File: src/rtl/colector_rr6_if.sv
// Bundle of the six lane inputs and the merged, handshaked output of the lane collector.
// The slave modport is the collector's view; master is the driver/observer side.
interface colector_rr6_if;
  logic [7:0] dataIn0, dataIn1, dataIn2, dataIn3, dataIn4, dataIn5;
  logic       validIn0, validIn1, validIn2, validIn3, validIn4, validIn5;
  logic       ready_out;
  logic       clear_ovf;
  logic [7:0] dataOut;
  logic [2:0] laneOut;
  logic       validOut;
  logic [5:0] full;
  logic [5:0] overflow;

  modport master (
    output dataIn0, dataIn1, dataIn2, dataIn3, dataIn4, dataIn5,
    output validIn0, validIn1, validIn2, validIn3, validIn4, validIn5,
    output ready_out, clear_ovf,
    input  dataOut, laneOut, validOut, full, overflow
  );

  modport slave (
    input  dataIn0, dataIn1, dataIn2, dataIn3, dataIn4, dataIn5,
    input  validIn0, validIn1, validIn2, validIn3, validIn4, validIn5,
    input  ready_out, clear_ovf,
    output dataOut, laneOut, validOut, full, overflow
  );
endinterface

File: src/rtl/colector_rr6.sv
// Six-lane byte collector: per-lane FIFOs merged by a round-robin arbiter into one
// valid/ready byte stream tagged with its source lane; bytes hitting a full lane are dropped.
module colector_rr6 #(
  parameter int unsigned DEPTH = 4
) (
  input logic           clk_1,
  input logic           reset,
  colector_rr6_if.slave bus
);

  localparam int unsigned NL = 6;
  localparam int unsigned AW = $clog2(DEPTH);
  localparam int unsigned PW = AW + 1;
  localparam logic [PW-1:0] DepthCnt = PW'(DEPTH);

  logic [7:0]    din [NL];
  logic [NL-1:0] vin;

  logic [7:0]    mem [NL][DEPTH];
  logic [PW-1:0] wr_q [NL];
  logic [PW-1:0] wr_d [NL];
  logic [PW-1:0] rd_q [NL];
  logic [PW-1:0] rd_d [NL];
  logic [PW-1:0] cnt  [NL];

  logic [NL-1:0] nonempty, is_full, pop, accept, drop;
  logic [NL-1:0] ovf_q, ovf_d;
  logic [2:0]    last_q, last_d, grant, cand;
  logic          any, can_load, load;
  logic [7:0]    head;
  logic [7:0]    data_q, data_d;
  logic [2:0]    lane_q, lane_d;
  logic          valid_q, valid_d;

  assign din[0] = bus.dataIn0;
  assign din[1] = bus.dataIn1;
  assign din[2] = bus.dataIn2;
  assign din[3] = bus.dataIn3;
  assign din[4] = bus.dataIn4;
  assign din[5] = bus.dataIn5;
  assign vin = {bus.validIn5, bus.validIn4, bus.validIn3,
                bus.validIn2, bus.validIn1, bus.validIn0};

  always_comb begin
    for (int unsigned k = 0; k < NL; k++) begin
      cnt[k]      = wr_q[k] - rd_q[k];
      nonempty[k] = (cnt[k] != '0);
      is_full[k]  = (cnt[k] == DepthCnt);
    end
  end

  // Search starts one past the last grant so every busy lane is served within six grants.
  always_comb begin
    grant = last_q;
    cand  = '0;
    any   = 1'b0;
    for (int unsigned i = 1; i <= NL; i++) begin
      cand = 3'((32'(last_q) + i) % NL);
      if (!any && nonempty[cand]) begin
        grant = cand;
        any   = 1'b1;
      end
    end
  end

  assign can_load = !valid_q || bus.ready_out;
  assign load     = can_load && any;
  assign pop      = load ? (NL'(1) << grant) : '0;
  assign head     = mem[grant][rd_q[grant][AW-1:0]];

  // A full lane still takes a byte when it is being popped on the same edge.
  assign accept = vin & (~is_full | pop);
  assign drop   = vin & ~accept;
  assign ovf_d  = (bus.clear_ovf ? '0 : ovf_q) | drop;

  always_comb begin
    for (int unsigned k = 0; k < NL; k++) begin
      wr_d[k] = wr_q[k] + PW'(accept[k]);
      rd_d[k] = rd_q[k] + PW'(pop[k]);
    end
  end

  always_comb begin
    data_d  = data_q;
    lane_d  = lane_q;
    valid_d = valid_q;
    last_d  = last_q;
    if (can_load) begin
      if (any) begin
        data_d  = head;
        lane_d  = grant;
        valid_d = 1'b1;
        last_d  = grant;
      end else begin
        valid_d = 1'b0;
      end
    end
  end

  always_ff @(posedge clk_1 or posedge reset) begin
    if (reset) begin
      for (int unsigned k = 0; k < NL; k++) begin
        wr_q[k] <= '0;
        rd_q[k] <= '0;
      end
      ovf_q   <= '0;
      last_q  <= 3'd5;
      data_q  <= '0;
      lane_q  <= '0;
      valid_q <= 1'b0;
    end else begin
      for (int unsigned k = 0; k < NL; k++) begin
        wr_q[k] <= wr_d[k];
        rd_q[k] <= rd_d[k];
      end
      ovf_q   <= ovf_d;
      last_q  <= last_d;
      data_q  <= data_d;
      lane_q  <= lane_d;
      valid_q <= valid_d;
    end
  end

  // Storage needs no reset: the pointers alone decide what is readable.
  always_ff @(posedge clk_1) begin
    for (int unsigned k = 0; k < NL; k++) begin
      if (accept[k]) begin
        mem[k][wr_q[k][AW-1:0]] <= din[k];
      end
    end
  end

  assign bus.dataOut  = data_q;
  assign bus.laneOut  = lane_q;
  assign bus.validOut = valid_q;
  assign bus.full     = is_full;
  assign bus.overflow = ovf_q;

endmodule

File: src/flat_wrapper.sv
// flat-port wrapper written by rule: the top's interface ports become plain ports
module colector_rr6_flat 
#(
  parameter int unsigned DEPTH = 4
)
  (clk_1, reset, bus_dataIn0, bus_dataIn1, bus_dataIn2, bus_dataIn3, bus_dataIn4, bus_dataIn5, bus_validIn0, bus_validIn1, bus_validIn2, bus_validIn3, bus_validIn4, bus_validIn5, bus_ready_out, bus_clear_ovf, bus_dataOut, bus_laneOut, bus_validOut, bus_full, bus_overflow);
  colector_rr6_if bus_i ();
  input logic clk_1;
  input logic reset;
  input wire logic [$bits(bus_i.dataIn0)-1:0] bus_dataIn0;
  input wire logic [$bits(bus_i.dataIn1)-1:0] bus_dataIn1;
  input wire logic [$bits(bus_i.dataIn2)-1:0] bus_dataIn2;
  input wire logic [$bits(bus_i.dataIn3)-1:0] bus_dataIn3;
  input wire logic [$bits(bus_i.dataIn4)-1:0] bus_dataIn4;
  input wire logic [$bits(bus_i.dataIn5)-1:0] bus_dataIn5;
  input wire logic [$bits(bus_i.validIn0)-1:0] bus_validIn0;
  input wire logic [$bits(bus_i.validIn1)-1:0] bus_validIn1;
  input wire logic [$bits(bus_i.validIn2)-1:0] bus_validIn2;
  input wire logic [$bits(bus_i.validIn3)-1:0] bus_validIn3;
  input wire logic [$bits(bus_i.validIn4)-1:0] bus_validIn4;
  input wire logic [$bits(bus_i.validIn5)-1:0] bus_validIn5;
  input wire logic [$bits(bus_i.ready_out)-1:0] bus_ready_out;
  input wire logic [$bits(bus_i.clear_ovf)-1:0] bus_clear_ovf;
  output wire logic [$bits(bus_i.dataOut)-1:0] bus_dataOut;
  output wire logic [$bits(bus_i.laneOut)-1:0] bus_laneOut;
  output wire logic [$bits(bus_i.validOut)-1:0] bus_validOut;
  output wire logic [$bits(bus_i.full)-1:0] bus_full;
  output wire logic [$bits(bus_i.overflow)-1:0] bus_overflow;
  assign bus_i.dataIn0 = bus_dataIn0;
  assign bus_i.dataIn1 = bus_dataIn1;
  assign bus_i.dataIn2 = bus_dataIn2;
  assign bus_i.dataIn3 = bus_dataIn3;
  assign bus_i.dataIn4 = bus_dataIn4;
  assign bus_i.dataIn5 = bus_dataIn5;
  assign bus_i.validIn0 = bus_validIn0;
  assign bus_i.validIn1 = bus_validIn1;
  assign bus_i.validIn2 = bus_validIn2;
  assign bus_i.validIn3 = bus_validIn3;
  assign bus_i.validIn4 = bus_validIn4;
  assign bus_i.validIn5 = bus_validIn5;
  assign bus_i.ready_out = bus_ready_out;
  assign bus_i.clear_ovf = bus_clear_ovf;
  assign bus_dataOut = bus_i.dataOut;
  assign bus_laneOut = bus_i.laneOut;
  assign bus_validOut = bus_i.validOut;
  assign bus_full = bus_i.full;
  assign bus_overflow = bus_i.overflow;
  colector_rr6 #(.DEPTH(DEPTH)) u_core (.clk_1(clk_1), .reset(reset), .bus(bus_i));
endmodule
File: config.mk
export PLATFORM = sky130hd
export DESIGN_NAME = colector_rr6_flat
export DESIGN_NICKNAME = d
export VERILOG_FILES = /design/src/rtl/colector_rr6_if.sv /design/src/rtl/colector_rr6.sv /design/src/flat_wrapper.sv
export SDC_FILE = /design/constraint.sdc
export NUM_CORES = 1
export LEC_CHECK = 0
export ABC_AREA = 1
export CORE_MARGIN = 10
export CORE_UTILIZATION = 60
export CTS_CLUSTER_DIAMETER = 200
export DETAILED_ROUTE_END_ITERATION = 6
export PLACE_DENSITY_LB_ADDON = 0.05
export SKIP_LAST_GASP = 1
export SYNTH_ARGS = -nofsm -noshare
export SYNTH_HDL_FRONTEND = slang
export SYNTH_SLANG_ARGS = --single-unit
File: constraint.sdc
create_clock -name clk_1 -period 5.11 [get_ports clk_1]
set_input_delay 1.022 -clock clk_1 [delete_from_list [all_inputs] [get_ports clk_1]]
set_output_delay 1.022 -clock clk_1 [all_outputs]
set_load 0.05 [all_outputs]
* Word level (Yosys, flattened, before mapping)
Memories as Yosys holds them, arrays and structs flattened.
Cells that the tools add are included.
** Cells by class
- $add $sub $neg :: 24
- $mul :: 0
- Div/mod/pow operators :: 6
- Magnitude comparators :: 20
- Eq/ne operators :: 6
- Shifts and indexed selects :: 1
- Mux-type cells :: 57
- Bitwise logic cells :: 14
- Reductions and logical operators :: 26
** Operators with widths (count)
- remainder unit 32 x 3 -> 32 bit (second input constant) :: 6
- 2-to-1 mux 32 bit :: 6
- demux 8 bit (select 2 bit) :: 6
- 2-to-1 mux 8 bit :: 8
- adder 3 x 1 -> 3 bit :: 12
- < comparator 3 x 4 -> 1 bit (second input constant) :: 6
- greater-or-equal comparator 3 bit (second input constant) :: 7
- NOT 2 -> 3 bit :: 7
- 2-to-1 mux 1 bit :: 19
- binary-select mux 1 bit (select 3 bit) :: 6
- == test 3 bit (second input constant) :: 6
- < comparator 3 x 1 -> 1 bit (second input constant) :: 6
- 2-to-1 mux 3 bit :: 6
- nonzero test 3 bit :: 6
- subtractor 3 bit :: 6
- binary-select mux 8 bit (select 2 bit) :: 1
- adder 3 x 3 -> 4 bit (second input constant) :: 3
- bitwise AND 6 bit :: 2
- logical AND 1 bit :: 12
- 2-to-1 mux 6 bit :: 2
- NOT 6 bit :: 2
- bitwise OR 6 bit :: 2
- binary-select mux 3 bit (select 3 bit) :: 1
- adder 3 x 2 -> 4 bit (second input constant) :: 2
- other kinds (8) :: 14
** Storage, ports and cells
- Bits in registers :: 57
- Bits in latches :: 0
- Memory bits (writable) :: 192
- ROM bits :: 0
- Input bits :: 58
- Output and inout port bits :: 24
- Word-level logic and storage cells :: 172
- Memories :: 1
** Memories
- u_core.mem :: depth 6, bits a word 32, rd ports 1, clocked after Yosys merged registers in 0, write ports 6, RTL line colector_rr6.sv:19 : logic [7:0] mem [NL][DEPTH];

* Logic depth before layout (Yosys ltp)
Gate-level depths: netlist (run 1).
- Word-level depth :: 28
- Mapped depth :: 38
- Gate-level depth less buffers :: 34

* Least setup slack after synthesis (run 1)
No wires, ideal clock.
- Kind :: register to register
- From :: register u_core.last_q[0]
- To :: memory u_core.mem[3][16] (netlist name), enable pin
- Arrival time :: 4014 ps
- Data required time :: 4727 ps
- Path slack :: 713 ps
- Cell stages (with the launch flop) :: 30
- Buffers on the path :: 4
- Period minus slack after synthesis :: 4397 ps
- Cell sequence :: dfstp_2 -> buf_2 -> inv_1 -> buf_2 -> ha_1 -> inv_1 -> nand2_1 -> nand2_2 -> ha_1 -> nor2_1 -> nand3_1 -> nand2_1 -> nand2_1 -> nand2_1 -> nand2_2 -> nand2_1 -> nand2_1 -> nand3_2 -> nand3_2 -> nor2_4 -> nand3_1 -> inv_1 -> nand2_1 -> nand2_2 -> buf_6 -> buf_4 -> nand2_1 -> o21ai_1 -> nand2_1 -> nor3_1
** RTL lines
- start, declared :: RTL line colector_rr6.sv:28 : logic [2:0] last_q, last_d, grant, cand;
- start signal, assigned :: RTL line colector_rr6.sv:117 : last_q <= last_d;
- end, declared :: RTL line colector_rr6.sv:19

==> impl_metrics.env, run 1 <==
export IMPL_cp_required_ns=5.35
export IMPL_h_tree_depth=1
export IMPL_initial_core_util_pct=61.6
export IMPL_numCtsBuffers=27
export IMPL_grt_pass1_wl_um=50600
export IMPL_drt_antenna_violating_nets=0
export IMPL_cp_end_kind="flop"
export IMPL_root_buffer="clkbuf_16"
export IMPL_timing_fmax_ghz=0.217
export IMPL_viasPerCell=5.43
export IMPL_cts_buffer_depth=3
export IMPL_grt_max_degree=108
export IMPL_overflow=0
export IMPL_finalSetupViolations=0
export IMPL_grt_pass1_vias=9176
export IMPL_fin_ws_ns=0.504
export IMPL_status="completed"
export IMPL_fin_crit_ns=4.61
export IMPL_min_path_type="reg -> reg"
export IMPL_crit_path_frequent_cell="nand2_1"
export IMPL_crit_family="simple AND/OR/NAND/NOR gates"
export IMPL_io_buffers=81
export IMPL_maxCapViolations=0
export IMPL_max_stage_delay_ns=0.64
export IMPL_syn_area_mm2=0.0126
export IMPL_final_common_cell="nand2_1"
export IMPL_antenna_found_initial=0
export IMPL_final_hold_violation_count=0
export IMPL_dpl_cell_area_mm2=0.0137
export IMPL_crit_type="reg -> reg"
export IMPL_dieArea_mm2=0.0272
export IMPL_syn_area_per_cell_um2=9.02
export IMPL_dr_pass1_iters=5
export IMPL_drive_gt1_share_pct=8.33
export IMPL_max_slew_worst_pin_slew_ns=0.756
export IMPL_drtIter0Drc=908
export IMPL_synthTopCellsByArea="edfxtp_1, nand2_1, dfrtp_1, nand3_1, ha_1"
export IMPL_yosysTopAreaCellShare_pct=45.8
export IMPL_path_cells="inv_2 > ha_1 > a21oi_1 > inv_1 > ha_1 > o31ai_4 > nand2_1 > nand2_1 > nand2_1 > nand3_1 > nand3_2 > nand3_1 > nand2_1 > inv_1 > nand2_1 > o21ai_1 > nand2_1 > nor3_1 > buf_4"
export IMPL_finalClockSkew_ns=0.0153
export IMPL_cts_tree="built"
export IMPL_ys_warn_count=0
export IMPL_drc_errors=0
export IMPL_floorplan_io_pins=82
export IMPL_cp_arrival_ns=4.84
export IMPL_hpwl_um=24400
export IMPL_vias=9682
export IMPL_core_area_mm2=0.0204
export IMPL_insertion_delay_ns=0.54
export IMPL_drv_slew=0
export IMPL_path_buf_inv=4
export IMPL_gr_usage_all_layers_pct=24.2
export IMPL_die_w_um=165
export IMPL_syn_nets=1504
export IMPL_mostFrequentLayoutCells="nand2_1, edfxtp_1, nand3_1"
export IMPL_start_kind="flop"
export IMPL_place_gp_congestion=0.935
export IMPL_syn_instance_count=1396
export IMPL_num_antenna_cells=0
export IMPL_row_count=52
export IMPL_hold_buffers=0
export IMPL_area_growth_pct=16.0
export IMPL_finalWirelength_um=32900
export IMPL_fin_crit_sh_pct=90.1
export IMPL_tns_ns=0
export IMPL_synth_cell_type_count=33
export IMPL_dp_slack_ns=0.411
export IMPL_clock_sinks=248
export IMPL_cts_resized=0
export IMPL_relSlewSlack_pct=49.6
export IMPL_synth_seq_cells=248
export IMPL_fin_nets=1600
export IMPL_clkTransAtPathRegs_ns=0.06
export IMPL_fin_util_pct=71.5
export IMPL_stdcell_area_mm2=0.0146
export IMPL_slowest_stage="dfstp_2"
export IMPL_cp_max_fo=10
export IMPL_seq_area_frac_synth_pct=57.0
export IMPL_yosysTopAreaCell="edfxtp_1"
export IMPL_grt_setup_unrepaired="no"
export IMPL_die_y_um=165
export IMPL_wl_per_cell_um=18.4
export IMPL_cts_setup_buffers=0
-- worst reg2reg max path, cell delays in order, from the launching register on --
cell and delay [ns]:
dfstp_2 0.64, inv_2 0.13, ha_1 0.30, a21oi_1 0.26
inv_1 0.12, ha_1 0.34, o31ai_4 0.26, nand2_1 0.10
nand2_1 0.07, nand2_1 0.10, nand3_1 0.12, nand3_2 0.15
nand3_1 0.15, nand2_1 0.08, inv_1 0.25, nand2_1 0.28
o21ai_1 0.27, nand2_1 0.23, nor3_1 0.25, buf_4 0.23
-- worst paths after layout --
path	start	endpoint	slack, ns	cells past startpoint
min	u_core.bus.dataOut[5]	u_core.bus.dataOut[5]	0.48	2
min reg2reg	u_core.bus.dataOut[5]	u_core.bus.dataOut[5]	0.48	2
max	u_core.last_q[2]	u_core.mem[3][2]	0.50	19
max in group asynchronous	reset	u_core.bus.laneOut[1]	3.55	3
max reg2reg	u_core.last_q[2]	u_core.mem[3][2]	0.50	19
min in group asynchronous	reset	u_core.bus.validOut	1.01	3
-- registers in the layout, indices dropped and copies added (netlist names) --
signal / count
u_core.mem: 192
u_core.rd_q: 18
u_core.wr_q: 18
u_core.bus.dataOut: 8
u_core.bus.overflow: 6
u_core.bus.laneOut: 3
u_core.last_q: 2
u_core.bus.validOut: 1
-- synth_stat cells, drive strengths merged --
master and n:
o21bai 1, o31ai 1, nand3b 2, clkbuf 7, nand2 667, a21oi 12, xor2 14, edfxtp 192
xnor2 2, nor3 24, ha 50, nand4 14, o21ai 20, nand3 141, dfstp 2, buf 45
dfrtp 54, inv 113, o22ai 6, nor2 28, or2 1
-- routing by layer --
| metal | global-route usage (%) | vias to the layer above | wire [um] |
|---|---|---|---|
| met5 | 0 | - | 0 |
| met4 | 9.46 | 0 | 1300 |
| met3 | 4.63 | 78 | 2680 |
| met2 | 38.2 | 394 | 15400 |
| met1 | 32.3 | 4468 | 13400 |
| li1 | - | 4742 | - |
-- logic make-up (layout without fill, tap and decap cells) --
group,after synthesis,in the layout,share of synthesized area [%]
buf+inv,165,281,5.85
compound gates,40,40,1.83
xor+xnor,16,16,1.11
flops,248,248,57.0
fa+ha+maj,50,50,4.97
simple gates,877,877,29.3
-- final cells by class --
class	count	area (um2)
Sequential cell	248	7170
Multi-Input combinational cell	983	4680
Inverter	113	424
Clock inverter	16	171
Timing Repair Buffer	119	1120
Tap cell	270	338
Clock buffer	33	698
Fill cell	1575	5830
-- metrics by stage --
stage               hold WS, ns  std cells
CTS                       0.483       1782
floorplan                 0.463       1396
global placement          0.463       1733
detailed placement        0.468       1733
global route              0.495       1782
finish                    0.480       1782
Power of run 1 is not shown: default switching activity piles up to over one toggle a cycle in this logic, so the estimate is an artifact.
==> run 2: changes to the inputs <==
--- a/config.mk
+++ b/config.mk
@@ -10,6 +10,7 @@
 export CORE_UTILIZATION = 60
 export CTS_CLUSTER_DIAMETER = 200
 export DETAILED_ROUTE_END_ITERATION = 6
+export MAX_ROUTING_LAYER = met4
 export PLACE_DENSITY_LB_ADDON = 0.05
 export SKIP_LAST_GASP = 1
 export SYNTH_ARGS = -nofsm -noshare
==> run 2 against run 1 <==
Against the previous run:
- clock-buffer cell count did not move
- worst setup slack got worse by 0.051 ns
- sequential share of layout area barely moved
==> impl_metrics.env, run 2 (synthesis gave the netlist of run 1 again) <==
export IMPL_finalWirelength_um=33000
export IMPL_timing_fmax_ghz=0.215
export IMPL_largest_register_ffs=192
export IMPL_path_buf_inv=5
export IMPL_grt_max_degree=108
export IMPL_max_stage_delay_ns=0.63
export IMPL_maxCapViolations=0
export IMPL_cts_tree="built"
export IMPL_finalSetupViolations=0
export IMPL_clkTransAtPathRegs_ns=0.06
export IMPL_tns_ns=0
export IMPL_hpwl_um=24600
export IMPL_hold_buffers=0
export IMPL_place_gp_congestion=0.918
export IMPL_fin_nets=1601
export IMPL_slowest_stage="dfstp_2"
export IMPL_wl_per_cell_um=18.5
export IMPL_max_slew_worst_pin_slew_ns=0.767
export IMPL_io_buffers=81
export IMPL_die_y_um=165
export IMPL_dr_pass1_iters=5
export IMPL_start_kind="flop"
export IMPL_min_path_type="reg -> reg"
export IMPL_gr_usage_all_layers_pct=24.9
export IMPL_finalClockSkew_ns=0.0128
export IMPL_drv_slew=0
export IMPL_placed_cells=1734
export IMPL_drt_antenna_violating_nets=0
export IMPL_crit_path_frequent_cell="nand2_1"
export IMPL_core_area_mm2=0.0204
export IMPL_clock_sinks=248
export IMPL_fin_crit_ns=4.66
export IMPL_initial_core_util_pct=61.6
export IMPL_relSlewSlack_pct=48.9
export IMPL_die_w_um=165
export IMPL_vias=9792
export IMPL_cts_buffer_depth=3
export IMPL_dieArea_mm2=0.0272
export IMPL_grt_setup_unrepaired="no"
export IMPL_final_hold_violation_count=0
export IMPL_overflow=0
export IMPL_drive_gt1_share_pct=8.27
export IMPL_fill_cells=1565
export IMPL_floorplan_io_pins=82
export IMPL_numCtsBuffers=27
export IMPL_fin_crit_sh_pct=91.1
export IMPL_cp_required_ns=5.35
export IMPL_root_buffer="clkbuf_16"
export IMPL_mostFrequentLayoutCells="nand2_1, edfxtp_1, nand3_1"
export IMPL_crit_family="simple AND/OR/NAND/NOR gates"
export IMPL_final_common_cell="nand2_1"
export IMPL_viasPerCell=5.49
export IMPL_antenna_found_initial=0
export IMPL_area_growth_pct=16.1
export IMPL_crit_type="reg -> reg"
export IMPL_status="completed"
export IMPL_cp_max_fo=107
export IMPL_grt_pass1_wl_um=51200
export IMPL_h_tree_depth=1
export IMPL_seqCellArea_mm2=0.00717
export IMPL_grt_pass1_vias=9502
export IMPL_whs_ns=0.486
export IMPL_drtIter0Drc=933
export IMPL_cp_end_kind="flop"
export IMPL_drc_errors=0
export IMPL_insertion_delay_ns=0.54
export IMPL_cp_arrival_ns=4.90
export IMPL_num_antenna_cells=0
export IMPL_path_cells="inv_2 > ha_1 > a21oi_1 > inv_1 > ha_1 > o31ai_4 > nand2_1 > nand2_1 > nand2_1 > nand2_1 > nand2_1 > nand3_2 > inv_2 > nand2_1 > nand2_4 > nand2_4 > buf_12 > nand2_1 > o21ai_1 > nand2_1 > nor3_1 > buf_4"
export IMPL_row_count=52
export IMPL_fin_cells=1782
export IMPL_multi_input_area_mm2=0.00468
[run 2: worst paths after layout]
check | from | to | slack, ns | cells after the start
max | u_core.last_q[2] | u_core.mem[4][9] | 0.45 | 22
min | u_core.bus.laneOut[2] | u_core.bus.laneOut[2] | 0.49 | 2
max reg2reg | u_core.last_q[2] | u_core.mem[4][9] | 0.45 | 22
min reg2reg | u_core.bus.laneOut[2] | u_core.bus.laneOut[2] | 0.49 | 2
max in group asynchronous | reset | u_core.wr_q[2] | 3.58 | 3
min in group asynchronous | reset | u_core.bus.laneOut[1] | 1.01 | 3
[run 2: cell type report]
| cell class | count | share of cell area (%) |
|---|---|---|
| timing repair buffer | 120 | 7.64 |
| clock buffer | 33 | 4.85 |
| tap | 270 | 2.31 |
| inverter | 113 | 2.90 |
| multi-input combinational | 983 | 32.0 |
| sequential | 248 | 49.1 |
| clock inverter | 15 | 1.16 |
[run 2: per-layer routing]
| layer | track usage, % | up-vias | wire (um) | share of wire [%] |
|---|---|---|---|---|
| li1 | - | 4751 | - | - |
| met1 | 32.2 | 4543 | 14000 | 42 |
| met2 | 38.6 | 410 | 15200 | 46 |
| met3 | 4.63 | 88 | 2520 | 7.6 |
| met4 | 9.46 | 0 | 1280 | 3.9 |
| met5 | - | - | 0 | 0 |
[run 2: metrics by stage]
stage	utilization, %	cell area, um2	setup WS, ns
global placement	67.2	13700	0.540
floorplan	-	12600	0.713
CTS	71.5	14600	0.392
detailed placement	67.2	13700	0.410
finish	71.5	14600	0.453
global route	71.5	14600	0.0421
[run 2: worst register-to-register path: cells and delay by family, from the launching register on]
kind | cells | cell delay, ns
buf+inv | 5 | 0.87
simple gates | 12 | 1.45
fa+ha+maj | 2 | 0.64
flops | 1 | 0.63
compound gates | 3 | 0.77
[run 2: repair_timing]
item,CTS,global route
resized for setup,0,1
buffers inserted,0,0
setup endpoints to repair,0,161
Power of run 2 is left out for the same reason.
